File: config.mk
export PLATFORM = sky130hd
export DESIGN_NAME = pipe_stall_ctrl
export DESIGN_NICKNAME = d
export VERILOG_FILES = /design/src/rtl/pipe_ctrl_pkg.sv /design/src/rtl/pipe_stall_ctrl.sv
export SDC_FILE = /design/constraint.sdc
export NUM_CORES = 1
export LEC_CHECK = 0
export ABC_CLOCK_PERIOD_IN_PS = 1800
export CORE_AREA = 2 2 39 41
export DETAILED_ROUTE_END_ITERATION = 16
export DIE_AREA = 0 0 41 43
export SETUP_SLACK_MARGIN = 0.2
export SLEW_MARGIN = 20
export SYNTH_ARGS = -nofsm -noshare
export SYNTH_HDL_FRONTEND = slang
export SYNTH_SLANG_ARGS = --single-unit
File: constraint.sdc
create_clock -name clk -period 1.8 [get_ports clk]
set_clock_uncertainty 0.15 [all_clocks]
set_input_delay 0.27 -clock clk [delete_from_list [all_inputs] [get_ports clk]]
set_output_delay 0.27 -clock clk [all_outputs]
set_load 0.01 [all_outputs]
File: src/rtl/pipe_ctrl_pkg.sv
// Shared definitions for the pipeline stall/flush controller:
// FSM state codes, default bubble counts and counter helpers.
package pipe_ctrl_pkg;

    typedef enum logic [1:0] {
        ST_RUN   = 2'd0,
        ST_STALL = 2'd1,
        ST_FLUSH = 2'd2,
        ST_HALT  = 2'd3
    } pipe_state_e;

    localparam int unsigned DEF_STALL_CYCLES = 1;
    localparam int unsigned DEF_FLUSH_CYCLES = 1;
    localparam int unsigned CNT_W            = 3;

    // Counter preload: the request cycle itself is the first bubble.
    function automatic logic [CNT_W-1:0] cnt_load(input int unsigned n);
        return CNT_W'(n - 1);
    endfunction

endpackage

File: src/rtl/pipe_stall_ctrl.sv
// Pipeline stall/flush/halt controller (Mealy outputs, 3-bit bubble counter).
// Define PIPE_STALL_PERF_EN to add the saturating stall_cnt output.
module pipe_stall_ctrl
    import pipe_ctrl_pkg::*;
#(
    parameter int unsigned STALL_CYCLES = DEF_STALL_CYCLES,
    parameter int unsigned FLUSH_CYCLES = DEF_FLUSH_CYCLES
) (
    input  logic        clk,
    input  logic        rst_n,
    input  logic        pc_stall,
    input  logic        ifid_stall,
    input  logic        br_taken,
    input  logic        hlt,
    output logic        pc_en,
    output logic        ifid_en,
    output logic        ifid_flush,
    output logic        idex_nop,
`ifdef PIPE_STALL_PERF_EN
    output logic [15:0] stall_cnt,
`endif
    output logic [1:0]  state_o
);

    localparam logic [CNT_W-1:0] STALL_LD = cnt_load(STALL_CYCLES);
    localparam logic [CNT_W-1:0] FLUSH_LD = cnt_load(FLUSH_CYCLES);

    pipe_state_e      r_state;
    pipe_state_e      w_state_nxt;
    logic [CNT_W-1:0] r_cnt;
    logic [CNT_W-1:0] w_cnt_nxt;
    logic             w_req;
    logic             w_last;

    assign w_req   = pc_stall | ifid_stall;
    assign w_last  = (r_cnt <= CNT_W'(1));
    assign state_o = r_state;

    always_ff @(posedge clk) begin
        if (!rst_n) begin
            r_state <= ST_RUN;
            r_cnt   <= '0;
        end else begin
            r_state <= w_state_nxt;
            r_cnt   <= w_cnt_nxt;
        end
    end

    always_comb begin
        w_state_nxt = r_state;
        w_cnt_nxt   = r_cnt;
        pc_en       = 1'b1;
        ifid_en     = 1'b1;
        ifid_flush  = 1'b0;
        idex_nop    = 1'b0;
        if (!rst_n) begin
            pc_en       = 1'b0;
            ifid_en     = 1'b0;
            ifid_flush  = 1'b1;
            idex_nop    = 1'b1;
            w_state_nxt = ST_RUN;
            w_cnt_nxt   = '0;
        end else if (hlt || r_state == ST_HALT) begin
            pc_en       = 1'b0;
            ifid_en     = 1'b0;
            idex_nop    = 1'b1;
            w_state_nxt = ST_HALT;
            w_cnt_nxt   = '0;
        end else begin
            unique case (r_state)
                ST_RUN, ST_STALL: begin
                    if (br_taken) begin
                        // Branch wins; any pending stall count is dropped.
                        ifid_flush  = 1'b1;
                        idex_nop    = 1'b1;
                        w_cnt_nxt   = FLUSH_LD;
                        w_state_nxt = (FLUSH_LD != '0) ? ST_FLUSH : ST_RUN;
                    end else if (r_state == ST_STALL) begin
                        pc_en       = 1'b0;
                        ifid_en     = 1'b0;
                        idex_nop    = 1'b1;
                        w_cnt_nxt   = w_last ? '0 : r_cnt - CNT_W'(1);
                        w_state_nxt = w_last ? ST_RUN : ST_STALL;
                    end else if (w_req) begin
                        pc_en       = 1'b0;
                        ifid_en     = 1'b0;
                        idex_nop    = 1'b1;
                        w_cnt_nxt   = STALL_LD;
                        w_state_nxt = (STALL_LD != '0) ? ST_STALL : ST_RUN;
                    end
                end
                ST_FLUSH: begin
                    ifid_flush  = 1'b1;
                    idex_nop    = 1'b1;
                    w_cnt_nxt   = w_last ? '0 : r_cnt - CNT_W'(1);
                    w_state_nxt = w_last ? ST_RUN : ST_FLUSH;
                end
                default: begin
                    w_state_nxt = ST_HALT;
                end
            endcase
        end
    end

`ifdef PIPE_STALL_PERF_EN
    logic [15:0] r_stall_cnt;

    always_ff @(posedge clk) begin
        if (!rst_n) begin
            r_stall_cnt <= '0;
        end else if (!pc_en && r_stall_cnt != 16'hFFFF) begin
            r_stall_cnt <= r_stall_cnt + 16'd1;
        end
    end

    assign stall_cnt = r_stall_cnt;
`endif

endmodule
# After elaboration in Yosys (flattened, before gate mapping)
# Cells that the tools add are included.
op_classes:
  addsub: 1
  magnitude_cmp: 1
  eq_ne: 5
  mux: 28
  bitwise: 2
  n_reduce_logical: 6
op_table:
  columns: ["cell", "n"]
  rows:
  - ["$mux 1", 15]
  - ["$mux 3", 4]
  - ["$mux 2", 5]
  - ["$pmux 3 s2", 1]
  - ["$ne 5x5->1 const B", 1]
  - ["$eq 2x2->1 const B", 2]
  - ["$ne 4x4->1 const B", 1]
  - ["$pmux 1 s2", 2]
  - ["$pmux 2 s2", 1]
  - ["$reduce_or 2->1", 2]
  - ["$le 3x1->1 const B", 1]
  - ["$sub 3x1->3 const B", 1]
  - ["$eq 2x1->1 const B", 1]
  - ["$logic_not 2->1", 1]
  - ["$reduce_and 2->1", 1]
  - ["$reduce_bool 2->1", 1]
  - ["$logic_or 1x1->1", 1]
  - ["$not 1->1", 1]
  - ["$or 1x1->1", 1]
word_totals:
  reg_bits: 5
  out_inout_bits: 6

# Longest topological paths before layout
# Gate-level depths: netlist of the first run.
logic_depth:
  depth_word: 7
  depth_mapped: 6
  depth_no_buf: 6

# Least setup slack after synthesis of the first run
# Ideal clock, no wire load.
synth_path:
  kind: "reg2out"
  from: "reg r_state[1], in the netlist state_o[1]"
  to: "out pc_en"
  t_arrival_ns: 1.049
  path_slack_ns: 0.331
  path_stages_with_launch: 4
  n_path_buf: 1
  cell_sequence: "dfxtp_1 -> o21bai_1 -> a21oi_1 -> buf_4"
synth_between:
  elab_chain_len: 6
  elab_cells_between_ends: 10
  classes_between: "2 x eq/ne; 5 x mux; 3 x reduce/logical"
synth_lines:
  columns: ["element", "line_no", "source"]
  rows:
  - ["start, declared", "pipe_stall_ctrl.sv:28", "pipe_state_e r_state;"]
  - ["start signal, assigned", "pipe_stall_ctrl.sv:44", "r_state <= w_state_nxt;"]
  - ["$eq 2x1->1", null, null]
  - ["$mux 1 (3 in series)", null, null]
  - ["$mux 1 (*) (2 in series)", null, null]
  - ["end, declared", "pipe_stall_ctrl.sv:15", "output logic pc_en,"]
# Every way passes the cells marked *; elsewhere a longest branch is shown, timed or not.

# Worst setup path in the final report of the first run
layout_path:
  from: "reg r_state[0], in the netlist state_o[0]"
  to: "out ifid_flush"
layout_between:
  elab_chain_len: 5
  elab_cells_between_ends: 9
  classes_between: "3 x eq/ne; 3 x mux; 3 x reduce/logical"
layout_lines:
  columns: ["element", "line_no", "source"]
  rows:
  - ["$eq 2x1->1 or $logic_not 2->1 (tied branches)", "pipe_stall_ctrl.sv:70", "unique case (r_state)"]
  - ["$reduce_or 2->1", "pipe_stall_ctrl.sv:70", null]
  - ["$pmux 1 s2", "pipe_stall_ctrl.sv:70", null]
  - ["$mux 1 (*)", "pipe_stall_ctrl.sv:63", "end else if (hlt || r_state == ST_HALT) begin"]
  - ["$mux 1 (*)", "pipe_stall_ctrl.sv:56", "if (!rst_n) begin"]
  - ["end, declared", "pipe_stall_ctrl.sv:17", "output logic ifid_flush,"]
# Marked as above.

==> summary.txt, run 1 <==
Placement
  • Placer congestion estimate: 0.789
  • HPWL after DPL: 616 µm
  • Placed Area: 542 µm²
  • Port bufs: 11

Power
  • Pwr/cell area: 550 nW/µm²
  • P_int: 237 µW
  • P_sw: 80.8 µW
  • Comb pwr share: 20.9%
  • LEAKAGE: 0.000265 µW
  • Clk pwr share: 41.6%
  • Sequential power share: 37.5%
  • Worst VDD drop: 0.313 mV
  • Net Sw Frac: 25.4%

CTS
  • H-tree levels: 1
  • Sink Count: 5
  • Clock Path Buffers: 2
  • Hold_buf cts: 0
  • Clk slew on worst S/H paths: 40 ps
  • Root buf cell: clkbuf_4
  • TritonCTS clock tree: done
  • Clk Latency, worst-skew pair: 250 ps
  • Num CTS Buffers: 3

Job
  • Max cap viols: 0

Synth
  • Synth Warn #: 0
  • Syn avg cell area: 8.76 µm²
  • Seq/Total Area, Yosys: 27.9%
  • Post-Synthesis Cells: 41
  • Mapped cell area: 359 µm²
  • Syn nets: 49
  • Synth Register Bits: 5
  • Yosys cell types: 24

Route
  • Vias: 377
  • Mean routed wirelength per cell: 9.50 µm
  • Initial DRT Pass Iterations: 4
  • Final antenna-violating net count: 0
  • Post-Route WL: 760 µm
  • Iter 0 DRT Violations: 9
  • Residual DRC: 0
  • Via density: 4.71

Min path
  • Class of the worst hold path: primary input to flop
  • Hold Path Origin: hlt

Floorplan
  • # IOs: 12
  • Cell Rows: 14
  • Die area: 1760 µm²
  • Die Wd: 41 µm
  • Die extent in y: 43 µm
  • Core area: 1380 µm²
  • Initial Util: 25.9%

Global routing
  • Largest net degree at the start of global routing: 7
  • Vias in the first global route: 370
  • GRT Total Usage: 11.8%
  • First-pass GRT wire length: 1.35 mm
  • Initial antenna violation count: 0
  • Grt ovf: 0

Worst setup path
  • Worst Path Max Fanout: 6
  • Worst endpoint required time: 1380 ps
  • Critical setup path kind: flop to primary output
  • Reg2Reg Setup Slack: 300 ps
  • Worst reg2reg path startpoint: r_cnt[1]
  • CP Launch Type: flop
  • Worst Setup SP: state_o[0]
  • Crit path arrival time: 1140 ps
  • Critical Path Sink Type: primary output

Final layout
  • Post-layout util: 41.8%
  • Layout cells sized above 1: 40.6%
  • Ant. Diodes: 0
  • Synth-to-Final Area Change: 61.0%
  • Final #Nets: 73
  • Final instance area: 578 µm²

Outcome
  • Status: finished clean

STA
  • Final period util: 86.5%
  • Worst-Margin Slew: 207 ps
  • Fin. Hold Viols: 0
  • Fmax: 0.642 GHz
  • Max-slew headroom: 86.2%
  • RSZ-0062 raised after global routing: true
  • Min Tclk post-route: 1560 ps
  • # setup viols final: 0
  • Max-slew violation count: 0
  • Min Hold Slack: 243 ps
-- area by class of cell --
| type | count | area [µm²] |
|---|---|---|
| repair buffers | 20 | 153 |
| clock buffers | 4 | 26.3 |
| flip-flops and latches | 5 | 105 |
| fillers | 146 | 806 |
| multi-input cells | 31 | 259 |
| inverters | 4 | 15.0 |
| well taps | 16 | 20.0 |
-- registers in the layout, summed over array words and instances (netlist names) --
signal	flops
state_o	2
r_cnt	3
-- repair_timing --
action                     4_1_cts  5_1_grt
hold endpoints to repair         0        0
setup endpoints to repair        6        4
buffers inserted                 0        1
pin swaps                        3        1
resized for setup               24        6
-- synthesized netlist by cell type --
cell       n  share of area (%)
nor2_1     3                3.1
a21o_2     1                2.4
nor3b_2    1                3.5
o21a_1     2                4.2
o21ai_1    2                2.8
dfxtp_1    5                 28
a21oi_1    2                2.8
nand2_1    3                3.1
a22oi_1    1                2.1
mux2i_1    1                2.8
ha_1       2                7.0
nor2b_1    1                1.7
or2_1      1                1.7
nor4b_2    1                4.2
o21ba_1    1                2.8
nand3b_1   1                2.1
inv_1      4                4.2
o21bai_1   1                2.1
and2b_2    1                2.4
nand2b_1   3                5.2
buf_4      1                2.1
o22a_4     1                4.9
a31oi_1    1                1.7
nand4bb_1  1                3.1
-- power by group through the flow --
| stage | Combinational, µW | Sequential (µW) | Clock [µW] |
|---|---|---|---|
| after floorplan | 23.5 | 123 | 0 |
| after global placement | 69.6 | 120 | 0 |
| after detailed placement | 69.5 | 120 | 0 |
| after CTS | 65.6 | 119 | 136 |
| after global routing | 73.4 | 120 | 141 |
| final | 66.3 | 119 | 132 |
-- routing by layer --
layer	up-vias	global-route usage [%]	part of all wire, %
li1	191	-	-
met1	169	11.9	42
met2	15	17.5	47
met3	2	5.24	9.5
met4	0	10.0	1.2
met5	-	0	0
-- worst paths after layout --
check,endpoint,cells past startpoint
setup / recovery,ifid_flush,4
hold / removal,state_o[0],4
setup reg to reg,state_o[1],6
hold reg to reg,r_cnt[2],2
-- placed cells by master (no fill, tap or decap), drive strengths merged --
cell and instances:
o22a 1, dlygate4sd2 6, clkbuf 4, ha 2
nand2 3, nand4bb 1, nor3b 1, o21a 2
nor2 3, dfxtp 5, nand3b 1, o21ai 2
a21o 1, nand2b 3, a31oi 1, nor2b 1
o21bai 1, or2 1, a21oi 2, a22oi 1
and2b 1, buf 13, nor4b 1, dlymetal6s2s 1
inv 4, mux2i 1, o21ba 1
-- critical path, cell delays in order (launching register included) --
cell and delay (ps):
dfxtp_4 370, and2b_2 220, nor2b_1 110, o21ai_1 60
buf_2 130
-- cell families (layout without fill, tap and decap cells) --
logic type	Yosys count	after routing	synth area share [%]
AND/OR/NAND/NOR	16	16	30.3
AO/OA/AOI/OAI	12	12	25.8
flip-flops	5	5	27.9
buffers and inverters	5	28	6.27
adder cells (fa/ha/maj)	2	2	6.97
multiplexers	1	1	2.79
-- stage by stage --
step / TNS, ps / total power (µW) / std cells / setup WS [ps]
2_1_floorplan: 0 / 146 / 41 / 331
3_3_place_gp: -1080 / 190 / 75 / -294
3_5_place_dp: -1100 / 190 / 75 / -293
4_1_cts: 0 / 321 / 79 / 67.7
5_1_grt: 0 / 334 / 80 / 188
6_report: 0 / 318 / 80 / 243
No activity file was read; power rests on OpenSTA's default activity.
==> inputs of run 2 (changes only) <==
- CELL_PAD_IN_SITES_DETAIL_PLACEMENT: unset -> 1
- CELL_PAD_IN_SITES_GLOBAL_PLACEMENT: unset -> 1
- PLACE_DENSITY_LB_ADDON: unset -> 0.1
- REMOVE_ABC_BUFFERS: unset -> 1
==> run 2 against run 1 <==
Die area stayed put; cell area up 3.2%; first-iteration DRC count shrank 56%; sequential power about the same; total power increased by 0.51%; final cell count grew 1.3%.
==> summary.txt, run 2 (synthesis results as in run 1) <==
STA
  • Max-slew violation count: 0 (unchanged)
  • Fmax: 0.639 GHz (was 0.642 GHz)
  • Setup_tns: 0 ps (unchanged)
  • Min Hold Slack: 369 ps (was 243 ps)
  • Final period util: 87.0% (was 86.5%)
  • Fin. Hold Viols: 0 (unchanged)
  • Min Tclk post-route: 1570 ps (was 1560 ps)
  • Max-slew headroom: 85.2% (was 86.2%)
  • # setup viols final: 0 (unchanged)
  • Worst-Margin Slew: 222 ps (was 207 ps)
  • RSZ-0062 raised after global routing: true (unchanged)

Floorplan
  • Core area: 1380 µm² (unchanged)
  • # IOs: 12 (unchanged)
  • Die extent in y: 43 µm (unchanged)
  • Initial Util: 25.9% (unchanged)
  • Die Wd: 41 µm (unchanged)
  • Die area: 1760 µm² (unchanged)
  • Cell Rows: 14 (unchanged)

Route
  • Post-Route WL: 1.03 mm (was 760 µm)
  • Vias: 385 (was 377)
  • Residual DRC: 0 (unchanged)
  • Final antenna-violating net count: 0 (unchanged)
  • Iter 0 DRT Violations: 4 (was 9)
  • Mean routed wirelength per cell: 12.8 µm (was 9.50 µm)
  • Via density: 4.75 (was 4.71)
  • Initial DRT Pass Iterations: 2 (was 4)

CTS
  • H-tree levels: 1 (unchanged)
  • Clk slew on worst S/H paths: 40 ps (about the same)
  • Sink Count: 5 (unchanged)
  • TritonCTS clock tree: done (unchanged)
  • Root buf cell: clkbuf_4 (unchanged)
  • Num CTS Buffers: 3 (unchanged)
  • Clk Latency, worst-skew pair: 240 ps (was 250 ps)
  • Hold_buf cts: 0 (unchanged)
  • Clock Path Buffers: 2 (unchanged)

Global routing
  • Global-route met3 utilization: 4.71% (was 5.24%)
  • GR met2 Demand/Resource: 24.7% (was 17.5%)
  • GRT Total Usage: 13.4% (was 11.8%)
  • Grt ovf: 0 (unchanged)
  • First-pass GRT wire length: 1.48 mm (was 1.35 mm)
  • Largest net degree at the start of global routing: 9 (was 7)
  • Met1 Use GR: 10.7% (was 11.9%)
  • Most Crowded Layer GR: met2 (unchanged)
  • Initial antenna violation count: 0 (unchanged)
  • Vias in the first global route: 384 (was 370)

Final layout
  • Max reg flops: 3 (unchanged)
  • Sequential cell area: 109 µm² (was 105 µm²)
  • Final instance area: 597 µm² (was 578 µm²)
  • Final #Nets: 74 (was 73)
  • Most frequent cells in the layout: buf_4, dlygate4sd2_1, inv_1, buf_2 (unchanged)
  • Most common cell after layout, fill and taps aside: buf_4 (unchanged)
  • Area of the multi-input gates: 267 µm² (was 259 µm²)
  • Layout cells sized above 1: 44.6% (was 40.6%)
  • Synth-to-Final Area Change: 66.2% (was 61.0%)
  • Ant. Diodes: 0 (unchanged)
  • Finished Layout Cells: 81 (was 80)
  • Top reg by flops: r_cnt (unchanged)
  • Filler Cell Count: 166 (was 146)

Placement
  • Placer congestion estimate: 0.572 (was 0.789)
  • HPWL after DPL: 866 µm (was 616 µm)
  • Port bufs: 11 (unchanged)
  • Placed cell count: 74 (was 75)
  • Placed Area: 534 µm² (was 542 µm²)

Worst setup path
  • CP Cell Sequence: and2b_2 > nor2b_1 > o21ai_1 > buf_2 (unchanged)
  • Slowest CP cell: dfxtp_4 (unchanged)
  • Worst reg2reg path startpoint: state_o[0] (was r_cnt[1])
  • Critical setup path kind: flop to primary output (unchanged)
  • Reg2Reg Setup Slack: 240 ps (was 300 ps)
  • Delay-heaviest family, CP: flip-flops (unchanged)
  • Worst Path Buf+Inv: 1 (unchanged)
  • Worst endpoint required time: 1380 ps (about the same)
  • CP Launch Type: flop (unchanged)
  • Path depth of the worst reg2reg path: 6 (unchanged)
  • CP max stage delay: 380 ps (was 370 ps)
  • Crit path arrival time: 1150 ps (was 1140 ps)
  • Worst Path Max Fanout: 7 (was 6)
  • Critical Path Sink Type: primary output (unchanged)
  • R2r endpoint: r_cnt[0] (was state_o[1])

Power
  • Pwr/cell area: 536 nW/µm² (was 550 nW/µm²)
  • Worst VDD drop: 0.245 mV (was 0.313 mV)
  • LEAKAGE: 0.000277 µW (was 0.000265 µW)

Min path
  • Class of the worst hold path: flop to flop (was primary input to flop)
  • Hold Path Origin: r_cnt[2] (was hlt)
  • Worst hold stages: 2 (was 4)
  • Worst Hold End: r_cnt[2] (was state_o[0])

Job
  • Max cap viols: 0 (unchanged)

Outcome
  • Status: finished clean (unchanged)
## run 2: what timing repair did
action                                  CTS  global route
buffers inserted                          2             1
gates resized for setup                  31             2
pin swaps                                 2             0
endpoints found under the setup margin    6             5
## run 2: final cells by class
| cell class | count | area share [%] |
|---|---|---|
| clock buffer | 4 | 4.40 |
| multi-input combinational | 31 | 44.7 |
| sequential | 5 | 18.2 |
| tap | 16 | 3.35 |
| timing repair buffer | 21 | 26.8 |
| inverter | 4 | 2.52 |
## run 2: worst max-delay path by stage
stage | startpoint | endpoint | depth (start not counted)
3_3_place_gp | br_taken | ifid_flush | 5
5_1_grt | state_o[0] | ifid_flush | 4
3_5_place_dp | ifid_stall | ifid_en | 5
4_1_cts | state_o[0] | state_o[0] | 1
2_1_floorplan | r_cnt[1] | state_o[1] | 6
6_report | state_o[0] | ifid_flush | 4
## run 2: metrics by stage
stage	power [µW]	util, %	worst slack [ps]
floorplan	144	-	386
global placement	187	38.6	-293
detailed placement	190	38.6	-336
CTS	329	42.3	202
global route	340	43.1	166
finish	320	43.1	235
## run 2: worst register-to-register path: stages (launching register included)
cell	delay, ps
dfxtp_4	380
and2b_2	230
buf_4	130
buf_4	120
o22a_4	190
mux2i_1	180
nor2_1	70
## run 2: power breakdown
group	switching [µW]	internal, µW
clock network	45.6	83.8
logic	28.4	41.8
registers	6.72	113
total	80.7	239
## run 2: metal layers
layer	routed length, µm	vias to the layer above	part of all wire (%)
met5	0	-	0
met4	6	0	0.58
met3	68	2	6.6
met2	610	10	59
met1	348	182	34
li1	-	191	-
